**src/rtl/hash_des_sbox_stream_if.sv**
```systemverilog
// Byte-stream / digest handshake bundle for hash_des_sbox_stream.
// The master is the byte source plus digest consumer; the slave is the hash core.
interface hash_des_sbox_stream_if #(
    parameter int N_NIB = 8,
    parameter int LEN_W = 64
);
    logic                 msg_valid;
    logic                 msg_ready;
    logic [7:0]           msg_byte;
    logic                 msg_last;
    logic                 empty_req;
    logic [4*N_NIB-1:0]   digest_out;
    logic                 digest_valid;
    logic                 digest_ready;
    logic                 busy;
    logic [LEN_W-1:0]     byte_count;
    logic [1:0]           fsm_state;

    modport master (
        output msg_valid, msg_byte, msg_last, empty_req, digest_ready,
        input  msg_ready, digest_out, digest_valid, busy, byte_count, fsm_state
    );

    modport slave (
        input  msg_valid, msg_byte, msg_last, empty_req, digest_ready,
        output msg_ready, digest_out, digest_valid, busy, byte_count, fsm_state
    );
endinterface

```
**src/rtl/hash_des_sbox_stream.sv**
```systemverilog
// Streaming DES-S5 nibble hash: absorbs one byte per cycle, digest via held valid/ready.
// Optional macro HASH_STREAM_ABORT_EN adds an 'abort' input that returns the core to IDLE.
module hash_des_sbox_stream #(
    parameter int                 N_NIB    = 8,
    parameter int                 ROUNDS   = 4,
    parameter int                 LEN_W    = 64,
    parameter logic [4*N_NIB-1:0] INIT_VAL = 32'h4B71DF03
) (
    input logic clk,
    input logic rst,
`ifdef HASH_STREAM_ABORT_EN
    input logic abort,
`endif
    hash_des_sbox_stream_if.slave bus
);
    localparam int W         = 4 * N_NIB;
    localparam int LEN_BYTES = LEN_W / 8;

    // DES S5, rows 0..3 concatenated; column 0 of each row sits in the top nibble.
    localparam logic [255:0] S5_LUT = {
        64'h2C41_7AB6_853F_D0E9,
        64'hEB2C_47D1_50FA_3986,
        64'h421B_AD78_F9C5_630E,
        64'hB8C7_1E2D_6F09_A453
    };

    typedef enum logic [1:0] {IDLE = 2'd0, ABSORB = 2'd1, FINAL = 2'd2, DONE = 2'd3} state_t;

    state_t           state, state_n;
    logic [W-1:0]     h, h_n;
    logic [W-1:0]     dig, dig_n;
    logic [LEN_W-1:0] cnt, cnt_n;
    logic             dv, dv_n;
    logic             kill;
    logic             xfer;

    function automatic logic [3:0] sbox(input logic [5:0] x);
        logic [5:0] idx;
        idx = {x[5], x[0], x[4:1]};
        return S5_LUT[255 - 4 * int'(idx) -: 4];
    endfunction

    function automatic logic [3:0] rotl4(input logic [3:0] x, input int n);
        logic [7:0] d;
        d = {x, x} << n;
        return d[7:4];
    endfunction

    function automatic logic [W-1:0] absorb(input logic [W-1:0] hv, input logic [7:0] m);
        logic [3:0]   s;
        logic [W-1:0] r;
        logic [W-1:0] t;
        s = sbox({m[3] ^ m[2], m[1], m[0], m[7], m[6], m[5] ^ m[4]});
        r = hv;
        t = '0;
        for (int k = 0; k < ROUNDS; k++) begin
            for (int i = 0; i < N_NIB; i++)
                t[4*i +: 4] = rotl4(r[4*((i+1) % N_NIB) +: 4] ^ s, (i / 2) % 4);
            r = t;
        end
        return r;
    endfunction

    // Each output nibble mixes in one byte of the length, cycling through the counter bytes.
    function automatic logic [W-1:0] finalize(input logic [W-1:0] hv, input logic [LEN_W-1:0] c);
        logic [W-1:0] d;
        logic [7:0]   b;
        logic [3:0]   s;
        d = '0;
        for (int i = 0; i < N_NIB; i++) begin
            b = c[8*(i % LEN_BYTES) +: 8];
            s = sbox({b[7] ^ b[1], b[3], b[2], b[5] ^ b[0], b[4], b[6]});
            d[4*i +: 4] = rotl4(hv[4*((i+1) % N_NIB) +: 4] ^ s, (i / 2) % 4);
        end
        return d;
    endfunction

`ifdef HASH_STREAM_ABORT_EN
    assign kill = abort;
`else
    assign kill = 1'b0;
`endif

    // Valid/ready: a byte moves on a rising edge where msg_valid && msg_ready; the digest is
    // held with digest_valid until a rising edge sees digest_ready. Neither side may retract.
    assign bus.msg_ready    = !kill && ((state == IDLE && !bus.empty_req) || state == ABSORB);
    assign xfer             = bus.msg_valid && bus.msg_ready;
    assign bus.digest_out   = dig;
    assign bus.digest_valid = dv;
    assign bus.busy         = (state != IDLE);
    assign bus.byte_count   = cnt;
    assign bus.fsm_state    = state;

    always_ff @(posedge clk) begin
        if (rst) begin
            state <= IDLE;
            h     <= INIT_VAL;
            cnt   <= '0;
            dig   <= '0;
            dv    <= 1'b0;
        end else begin
            state <= state_n;
            h     <= h_n;
            cnt   <= cnt_n;
            dig   <= dig_n;
            dv    <= dv_n;
        end
    end

    always_comb begin
        state_n = state;
        h_n     = h;
        cnt_n   = cnt;
        dig_n   = dig;
        dv_n    = dv;
        case (state)
            IDLE: begin
                if (bus.empty_req) begin
                    h_n     = INIT_VAL;
                    cnt_n   = '0;
                    state_n = FINAL;
                end else if (xfer) begin
                    h_n     = absorb(INIT_VAL, bus.msg_byte);
                    cnt_n   = LEN_W'(1);
                    state_n = bus.msg_last ? FINAL : ABSORB;
                end
            end
            ABSORB: begin
                if (xfer) begin
                    h_n   = absorb(h, bus.msg_byte);
                    cnt_n = cnt + LEN_W'(1);
                    if (bus.msg_last) state_n = FINAL;
                end
            end
            FINAL: begin
                dig_n   = finalize(h, cnt);
                dv_n    = 1'b1;
                state_n = DONE;
            end
            DONE: begin
                if (bus.digest_ready) begin
                    dv_n    = 1'b0;
                    h_n     = INIT_VAL;
                    cnt_n   = '0;
                    state_n = IDLE;
                end
            end
            default: state_n = IDLE;
        endcase
        if (kill) begin
            state_n = IDLE;
            h_n     = INIT_VAL;
            cnt_n   = '0;
            dv_n    = 1'b0;
        end
    end
endmodule
```
**src/flat_wrapper.sv**
```systemverilog
// flat-port wrapper written by rule: the top's interface ports become plain ports
module hash_des_sbox_stream_flat 
#(
    parameter int                 N_NIB    = 8,
    parameter int                 ROUNDS   = 4,
    parameter int                 LEN_W    = 64,
    parameter logic [4*N_NIB-1:0] INIT_VAL = 32'h4B71DF03
)
  (clk, rst, bus_msg_valid, bus_msg_byte, bus_msg_last, bus_empty_req, bus_digest_ready, bus_msg_ready, bus_digest_out, bus_digest_valid, bus_busy, bus_byte_count, bus_fsm_state);
  hash_des_sbox_stream_if #(.N_NIB(N_NIB), .LEN_W(LEN_W)) bus_i ();
  input logic clk;
  input logic rst;
  input wire logic [$bits(bus_i.msg_valid)-1:0] bus_msg_valid;
  input wire logic [$bits(bus_i.msg_byte)-1:0] bus_msg_byte;
  input wire logic [$bits(bus_i.msg_last)-1:0] bus_msg_last;
  input wire logic [$bits(bus_i.empty_req)-1:0] bus_empty_req;
  input wire logic [$bits(bus_i.digest_ready)-1:0] bus_digest_ready;
  output wire logic [$bits(bus_i.msg_ready)-1:0] bus_msg_ready;
  output wire logic [$bits(bus_i.digest_out)-1:0] bus_digest_out;
  output wire logic [$bits(bus_i.digest_valid)-1:0] bus_digest_valid;
  output wire logic [$bits(bus_i.busy)-1:0] bus_busy;
  output wire logic [$bits(bus_i.byte_count)-1:0] bus_byte_count;
  output wire logic [$bits(bus_i.fsm_state)-1:0] bus_fsm_state;
  assign bus_i.msg_valid = bus_msg_valid;
  assign bus_i.msg_byte = bus_msg_byte;
  assign bus_i.msg_last = bus_msg_last;
  assign bus_i.empty_req = bus_empty_req;
  assign bus_i.digest_ready = bus_digest_ready;
  assign bus_msg_ready = bus_i.msg_ready;
  assign bus_digest_out = bus_i.digest_out;
  assign bus_digest_valid = bus_i.digest_valid;
  assign bus_busy = bus_i.busy;
  assign bus_byte_count = bus_i.byte_count;
  assign bus_fsm_state = bus_i.fsm_state;
  hash_des_sbox_stream #(.N_NIB(N_NIB), .ROUNDS(ROUNDS), .LEN_W(LEN_W), .INIT_VAL(INIT_VAL)) u_core (.clk(clk), .rst(rst), .bus(bus_i));
endmodule
```
**config.mk**
```make
export PLATFORM = sky130hd
export DESIGN_NAME = hash_des_sbox_stream_flat
export DESIGN_NICKNAME = d
export VERILOG_FILES = /design/src/rtl/hash_des_sbox_stream_if.sv /design/src/rtl/hash_des_sbox_stream.sv /design/src/flat_wrapper.sv
export SDC_FILE = /design/constraint.sdc
export NUM_CORES = 1
export LEC_CHECK = 0
export ABC_AREA = 1
export ABC_CLOCK_PERIOD_IN_PS = 2280
export CAP_MARGIN = 20
export CORE_MARGIN = 2
export CORE_UTILIZATION = 35
export CTS_CLUSTER_SIZE = 40
export DETAILED_ROUTE_END_ITERATION = 6
export PLACE_DENSITY = 0.62
export SLEW_MARGIN = 25
export SYNTH_ARGS = -nofsm -noshare
export SYNTH_HDL_FRONTEND = slang
export SYNTH_SLANG_ARGS = --single-unit
export TNS_END_PERCENT = 5
```
**constraint.sdc**
```tcl
create_clock -name clk -period 2.28 [get_ports clk]
set_input_delay 0.456 -clock clk [delete_from_list [all_inputs] [get_ports clk]]
set_output_delay 0.456 -clock clk [all_outputs]
set_load 0.1 [all_outputs]
```
---- Word-level counts from Yosys, hierarchy flattened ----
Cells that the tools add are included.
word-level totals
  bits in registers ....................... 131
  bits in latches ......................... 0
  bits in writable memories ............... 0
  memory bits (read-only) ................. 0
  output and inout bits ................... 101
  memories kept ........................... 0
cells by class
  add/subtract/negate cells ............... 10
  multipliers ............................. 0
  div/mod/pow operators ................... 0
  order comparisons ....................... 0
  equality and inequality tests ........... 7
  shifts and indexed selects .............. 9
  mux-type cells .......................... 19
  bitwise logic cells ..................... 89
  reductions and logical operators ........ 11
operators with widths
  kind                                                           count
  variable part select 259 x 32 -> 4 bit (first input constant)  9
  two-way mux 64 bit                                             4
  XOR 4 bit                                                      64
  one-hot mux 64 bit (3 select lines)                            1
  two-way mux 32 bit                                             4
  one-hot mux 32 bit (3 select lines)                            1
  subtractor 8 x 8 -> 9 bit (first input constant)               9
  adder 64 x 1 -> 64 bit (second input constant)                 1
  XOR 1 bit                                                      18
  two-way mux 2 bit                                              6
  NOT 3 bit                                                      3
  one-hot mux 2 bit (4 select lines)                             1
  AND reduction 4 bit                                            2
  == test 2 bit (second input constant)                          2
  != test 2 bit (second input constant)                          2
  NOT 4 bit                                                      1
  nonzero test 2 bit                                             2
  != test 3 x 2 -> 1 bit (second input constant)                 1
  nonzero test 3 bit                                             1
  == test 2 x 1 -> 1 bit (second input constant)                 1
  logical AND 1 bit                                              2
  logical NOT 2 bit                                              1
  != test 2 x 1 -> 1 bit (second input constant)                 1
  NOT 1 bit                                                      2
  other kinds (6)                                                6

---- Longest topological paths before layout ----
  depth after elaboration ................. 10
  mapped depth ............................ 18
  mapped depth without buffers ............ 18

---- Worst setup path before layout ----
Ideal clock, no wire load.
  kind .................................... flip-flop to output port
  start ................................... reg u_core.state[1] (netlist: u_core.bus.fsm_state[1])
  end ..................................... out bus_msg_ready
  arrival ................................. 3.737 ns
  required time ........................... 1.824 ns
  path slack .............................. -1.913 ns
  stages on the path, launching flop included .. 5
  buffers on the path ..................... 0
  path through ............................ dfxtp_1 inv_1 ha_1 inv_1 o21ai_0
between the ends
  cells in the longest elaborated chain, start to end .. 3
ends and longest elaborated chain
  what                    RTL line                     source
  start, declared         hash_des_sbox_stream.sv:29   state_t state, state_n;
  start signal, assigned  hash_des_sbox_stream.sv:102  state <= state_n;
  logical NOT 2 bit       hash_des_sbox_stream.sv:86   assign bus.msg_ready = !kill && ((state == IDLE && !bus.empty_req) || state == ABSORB);
  logical AND 1 bit       hash_des_sbox_stream.sv:86
  logical OR 1 bit *      hash_des_sbox_stream.sv:86
  end, declared           flat_wrapper.sv:18           output wire logic [$bits(bus_i.msg_ready)-1:0] bus_msg_ready;
Mark *: on every way between the ends. The rest lies on a longest branch, timed or not.

---- Worst setup path after layout ----
Same ends and word-level chain as after synthesis.

==> impl_metrics.ini <==
[clock_network]
clockBufferDepth = 2
cts_tree = yes
numCtsBuffers = 17
clkTransAtPathRegs_ns = 0.06
cts.sinks = 131
clock_latency_ns = 0.44
clock-root-buffer = clkbuf_16
cts_max_level = 4

[routing]
drt-initial-drc-count = 1141
viasPerCell = 5.27
drt-total-wl_mm = 45.7
drc = 0
vias = 15223
wl_per_cell_um = 15.8
dr.pass1.iters = 6
ant_nets = 0

[min_path]
hold_class = register to register

[critical_path]
path_cells = inv_2 > ha_2 > buf_8 > inv_1 > o21ai_4 > buf_12
path_buf_inv = 4
crit_family = buffers and inverters
crit_path_end_kind = primary output
crit_path_top_delay_cell = dfxtp_4
max_stage_delay_ns = 0.36
path_class = register to primary output
critical_path.max_fanout = 40
crit_arrival_ns = 1.80
startpoint_type = register
worst_ep_required_time_ns = 1.82

[floorplanning]
dieArea_sq_um = 36500
boundaryPins = 115
start_util = 0.355
die_h_um = 191
core_area_sq_um = 34500
row_count = 68
die_w_um = 191

[synth]
synthMuxAreaShare = 0
async_flop_share = 0
synth.distinct_cells = 47
yosys.area_share.simple = 0.421
ys.warnings.count = 0
synth_cells = 2164
synthFlopType = dfxtp_1
syn_nets = 2247
synth_edf_count = 0
netlist_area_sq_um = 12300
postSynthRegisterBits = 131
avgSynthCellArea_sq_um = 5.66
synth-compound-area-share = 0.183
synth_xor_area_frac = 0.00776
ys_seq_area_frac = 0.214
synth.area.top_cells = dfxtp_1 21%, nand2_1 20%, nand3_1 11%, o21ai_0 7.9%, ha_1 7.0%
synth.largest_area_cell = dfxtp_1
synth_top_family_by_area = simple AND/OR/NAND/NOR gates
synth_top_area_frac = 0.214
synth_fa_ha_area_frac = 0.0704

[sta]
post-route-period-util = 0.988
clock_skew_ns = 0.0126
worst_slew_pin_slew_ns = 0.665
fin_tns_setup_ns = 0
hold_viol_final = 0
drv_slew = 0
final.min_clock_period_ns = 2.25
finalSetupViolCount = 0
fmax_ghz = 0.444
relSlewSlack = 0.557
finalWorstSetupSlack_ns = 0.0264
rsz0062_at_grt = true

[pwr]
p_sw_mw = 6.77
p_int_mw = 6.80
p_sw_frac = 0.499
pwr-share-clk = 0.225
peakVddDrop_mv = 0.908
seqPwrFrac = 0.246
power.leakage_nw = 7.72
power_density_nw_per_um2 = 838
pwr-share-comb = 0.528

[layout]
num_antenna_cells = 0
area_growth_pct = 32.2
layout-drive-gt1-share = 0.212
nets = 2504
post-route-util = 0.469

[run_status]
run_status = completed

[place]
dpl.hpwl_mm = 34.7
port_buffers = 114
post-place-ws_ns = -0.566
gp_congestion = 0.953

[grt]
antenna_found_initial = 0
grt_overflow = 0
grt.total_usage = 0.245
grt_pass1_vias = 14056
grt_pass1_wl_mm = 72.3
grt_max_degree = 59

[run]
max-cap-violations = 0
-- synthesized netlist by cell type, types with 10 or more instances --
cell type,n
nor3_1,39
o21ai_0,194
nor2_1,181
a21oi_1,128
nand3_1,275
o211ai_1,40
a31oi_1,10
ha_1,69
inv_2,10
nand2_2,10
nand4_1,26
o21a_1,11
dfxtp_1,131
clkbuf_1,61
inv_1,228
nand2_1,657
-- cell usage in the layout (no fill, tap or decap), types with 5 or more instances in the layout --
cell	instances
o211ai_1	40
nand2_4	13
nor2_2	12
nor4_1	6
buf_12	12
nand2_1	626
inv_2	22
nand3_2	12
ha_1	64
nand4_1	26
buf_6	5
o221ai_1	5
clkdlybuf4s50_1	10
nand2_2	30
dfxtp_4	15
o22ai_1	6
clkbuf_16	18
dfxtp_2	30
inv_1	213
dfxtp_1	86
o21ai_1	21
a31oi_1	10
a21oi_1	124
nor2_4	5
xnor2_1	8
nor2_1	168
o21ai_0	171
o21a_1	11
a21oi_2	10
nor3_2	8
nand3_1	267
nor3_1	31
buf_4	289
clkinv_1	9
-- power groups by stage --
stage                     combinational, mW  sequential, mW  clock, mW
after global placement                 6.84            3.39          0
after global routing                   7.82            3.40       3.20
after detailed placement               6.89            3.39          0
after floorplan                        3.13            5.05          0
final                                  7.17            3.34       3.06
after CTS                              6.95            3.35       3.10
-- layer usage --
metal	global-route usage	vias to the layer above	wire (um)
met3	0.0277	94	3180
met5	0	-	0
met2	0.405	559	21000
met1	0.326	6921	19900
met4	0.0962	0	1580
li1	-	7649	-
-- cell type report --
type	instances	area, sq um
Inverter	248	941
Tap cell	455	569
Clock inverter	12	173
Clock buffer	20	468
Fill cell	3715	18300
Timing Repair Buffer	320	2620
Multi-Input combinational cell	1703	8720
Sequential cell	131	2720
-- cell families after synthesis --
logic type | Yosys count
adder cells (fa/ha/maj) | 69
AND/OR/NAND/NOR | 1216
AO/OA/AOI/OAI | 408
XOR/XNOR | 10
flip-flops | 131
buffers and inverters | 330
-- stage by stage --
stage / total power, mW / instances / cell area (sq um) / hold WS [ns]
after global placement: 10.2 / 2851 / 15100 / 0.448
after CTS: 13.4 / 2883 / 15800 / 0.461
after global routing: 14.4 / 2889 / 16200 / 0.477
after detailed placement: 10.3 / 2851 / 15100 / 0.453
final: 13.6 / 2889 / 16200 / 0.464
after floorplan: 8.19 / 2164 / 12400 / 0.459
-- path summary, 6_finish.rpt --
path | startpoint | endpoint | slack, ns | cells past startpoint
worst min register to register | u_core.bus.byte_count[11]$_SDFFE_PP0P_ | u_core.bus.byte_count[11]$_SDFFE_PP0P_ | 0.46 | 1
worst max register to register | u_core.bus.fsm_state[1]$_SDFFE_PP0P_ | u_core.bus.byte_count[58]$_SDFFE_PP0P_ | 0.05 | 13
worst min-delay path | u_core.bus.byte_count[11]$_SDFFE_PP0P_ | u_core.bus.byte_count[11]$_SDFFE_PP0P_ | 0.46 | 1
worst max-delay path | u_core.bus.fsm_state[1]$_SDFFE_PP0P_ | bus_msg_ready | 0.03 | 6
-- sequential cells by signal (all words and copies together), names as in the netlist --
name,cells
u_core.bus.digest_valid,1
u_core.bus.byte_count,64
u_core.bus.fsm_state,2
u_core.h,32
u_core.bus.digest_out,32
-- repair_timing --
| action | in CTS | in global routing |
|---|---|---|
| buffers inserted | 0 | 6 |
| hold buffers | 0 | 0 |
| gates resized for setup | 12 | 124 |
| hold endpoints to repair | 0 | 0 |
| setup endpoints to repair | 41 | 100 |
| pin swaps | 1 | 23 |
No activity file was read; power rests on OpenSTA's default activity.
==> variant, RTL diff (same flow settings) <==
`N_NIB` is set to 8 in 3 places; all go to 16.
--- a/src/rtl/hash_des_sbox_stream_if.sv
+++ b/src/rtl/hash_des_sbox_stream_if.sv
@@ -2,5 +2,5 @@
 // The master is the byte source plus digest consumer; the slave is the hash core.
 interface hash_des_sbox_stream_if #(
-    parameter int N_NIB = 8,
+    parameter int N_NIB = 16,
     parameter int LEN_W = 64
 );
--- a/src/rtl/hash_des_sbox_stream.sv
+++ b/src/rtl/hash_des_sbox_stream.sv
@@ -2,5 +2,5 @@
 // Optional macro HASH_STREAM_ABORT_EN adds an 'abort' input that returns the core to IDLE.
 module hash_des_sbox_stream #(
-    parameter int                 N_NIB    = 8,
+    parameter int                 N_NIB    = 16,
     parameter int                 ROUNDS   = 4,
     parameter int                 LEN_W    = 64,
--- a/src/flat_wrapper.sv
+++ b/src/flat_wrapper.sv
@@ -2,5 +2,5 @@
 module hash_des_sbox_stream_flat 
 #(
-    parameter int                 N_NIB    = 8,
+    parameter int                 N_NIB    = 16,
     parameter int                 ROUNDS   = 4,
     parameter int                 LEN_W    = 64,
Interface: changed (resized bus_digest_out); port bits go from 115 to 147. No check against the original RTL was run, so the function may have changed too.
==> variant against the original RTL <==
Area after synthesis increased by 34%; sequential cell count increased by 64; wire length increased by 42%; final area increased by 32%; final cell count increased by 28%; setup slack got worse by 0.010 ns; power increased by 54%; utilization decreased by 0.60 points; die area increased by 33%; critical path type is now reg2reg.
==> variant: results (changes against the original RTL) <==
- LEAKAGE: 9.82 nW (+27%)
- Fin nets: 3166 (+26%)
- GR Layer Usage met2: 0.439 (+0.0347)
- Unique cell type count in the Yosys netlist: 50 (+6.4%)
- Syn nets: 2854 (+27%)
- R2R setup slack: 0.02 ns (-0.03 ns)
- Slew Limit Headroom: 0.420 (-0.137)
- Dpl ws: -0.667 ns (-0.101 ns)
- Worst setup EP type: register
- Clk slew on worst S/H paths: 0.08 ns (+0.02 ns)
- Grt met3 use: 0.0379 (+0.0102)
- Worst Setup SP: u_core.bus.byte_count[37]
- Iteration-0 DRC Markers: 1826 (+60%)
- Reg-to-reg endpoint: u_core.bus.digest_out[49]
- Antenna violations before repair: 1 (+1)
- Outcome: complete, no violations
- Hold path depth: 3 (+2)
- Part of the cycle the worst path needs: 0.993 (+0.00441)
- Met1 Usage GRT: 0.343 (+0.0176)
- Worst-case clock skew: 0.0174 ns (+0.00482 ns)
- Synth top cells by count: nand2_1 (752), nand3_1 (308), nor2_1 (280)
- Gr usage total: 0.264 (+0.0188)
- First-pass GRT wire length: 101000 µm (+39%)
- Max FO, Critical Path: 7 (-83%)
- FF-to-FF path depth: 14 (+1)
- Top post-synthesis cells by area: dfxtp_1 (24%), nand2_1 (17%), nand3_1 (9.4%)
- Register area share after synthesis: 0.238 (+0.0243)
- Worst hold-check path type: in2reg
- PortBufs: 146 (+28%)
- Post-Layout Cell Count: 3702 (+28%)
- Mapped Avg Cell Area: 5.91 µm² (+4.4%)
- Pin count of the biggest net entering global routing: 102 (+73%)
- Cell area after placement: 20300 µm² (+35%)
- Later-pin clock latency in the skew report: 0.48 ns (+0.04 ns)
- Hold path startpoint: rst
==> variant: cell count changes after synthesis, sizes merged, moves of 8 or more <==
| cell | change |
|---|---|
| nand3 | +36 |
| clkbuf | +28 |
| dfxtp | +64 |
| inv | +51 |
| nand2 | +112 |
| o211ai | +13 |
| o21a | -8 |
| nor2 | +95 |
| buf | +33 |
| o21ai | +26 |
| nand4 | +46 |
| a21oi | +67 |
| xor2 | +28 |
==> variant: power breakdown <==
group	switching, mW	leakage, nW	internal, mW	total [mW]
registers	0.895	1.63	4.37	5.27
clock network	1.59	0.309	1.71	3.30
logic	8.90	7.88	3.39	12.3
==> variant: final cells by class <==
type	count	area (µm²)
Multi-Input combinational cell	2139	11200
Clock buffer	18	439
Clock inverter	14	186
Tap cell	607	759
Inverter	295	1120
Fill cell	4827	24900
Sequential cell	195	4010
Timing Repair Buffer	434	3740
==> variant: what timing repair did <==
action	4_1_cts	5_1_grt
setup endpoints to repair	60	131
gates cloned	0	4
setup buffers	0	3
pin swaps	1	45
resized for setup	29	126
==> variant: routing by layer <==
metal,wire length (µm),vias to the layer above
met2,30100,677
li1,-,9746
met4,2370,2
met3,3760,114
met1,28500,9244
met5,12,-
==> variant: critical path, cell delays in order (launching register included) <==
cell and delay (ns):
dfxtp_2 0.34, inv_1 0.11, nand2_1 0.09, nand2_2 0.14, buf_6 0.15, ha_1 0.16, o21ai_1 0.10, nor2_1 0.12
a31oi_1 0.05, o211ai_1 0.43, nand2_1 0.14, nand2_1 0.08, nand3_1 0.11, nand2_1 0.10, inv_1 0.04
==> variant: cells by family (layout without fill, tap and decap cells) <==
kind of cell    after synthesis  in the layout  synth area share
flops                       195            195             0.238
simple gates               1509           1511             0.400
compound gates              518            518             0.176
buf+inv                     438            761             0.109
xor+xnor                     40             40            0.0239
fa+ha+maj                    70             70            0.0535
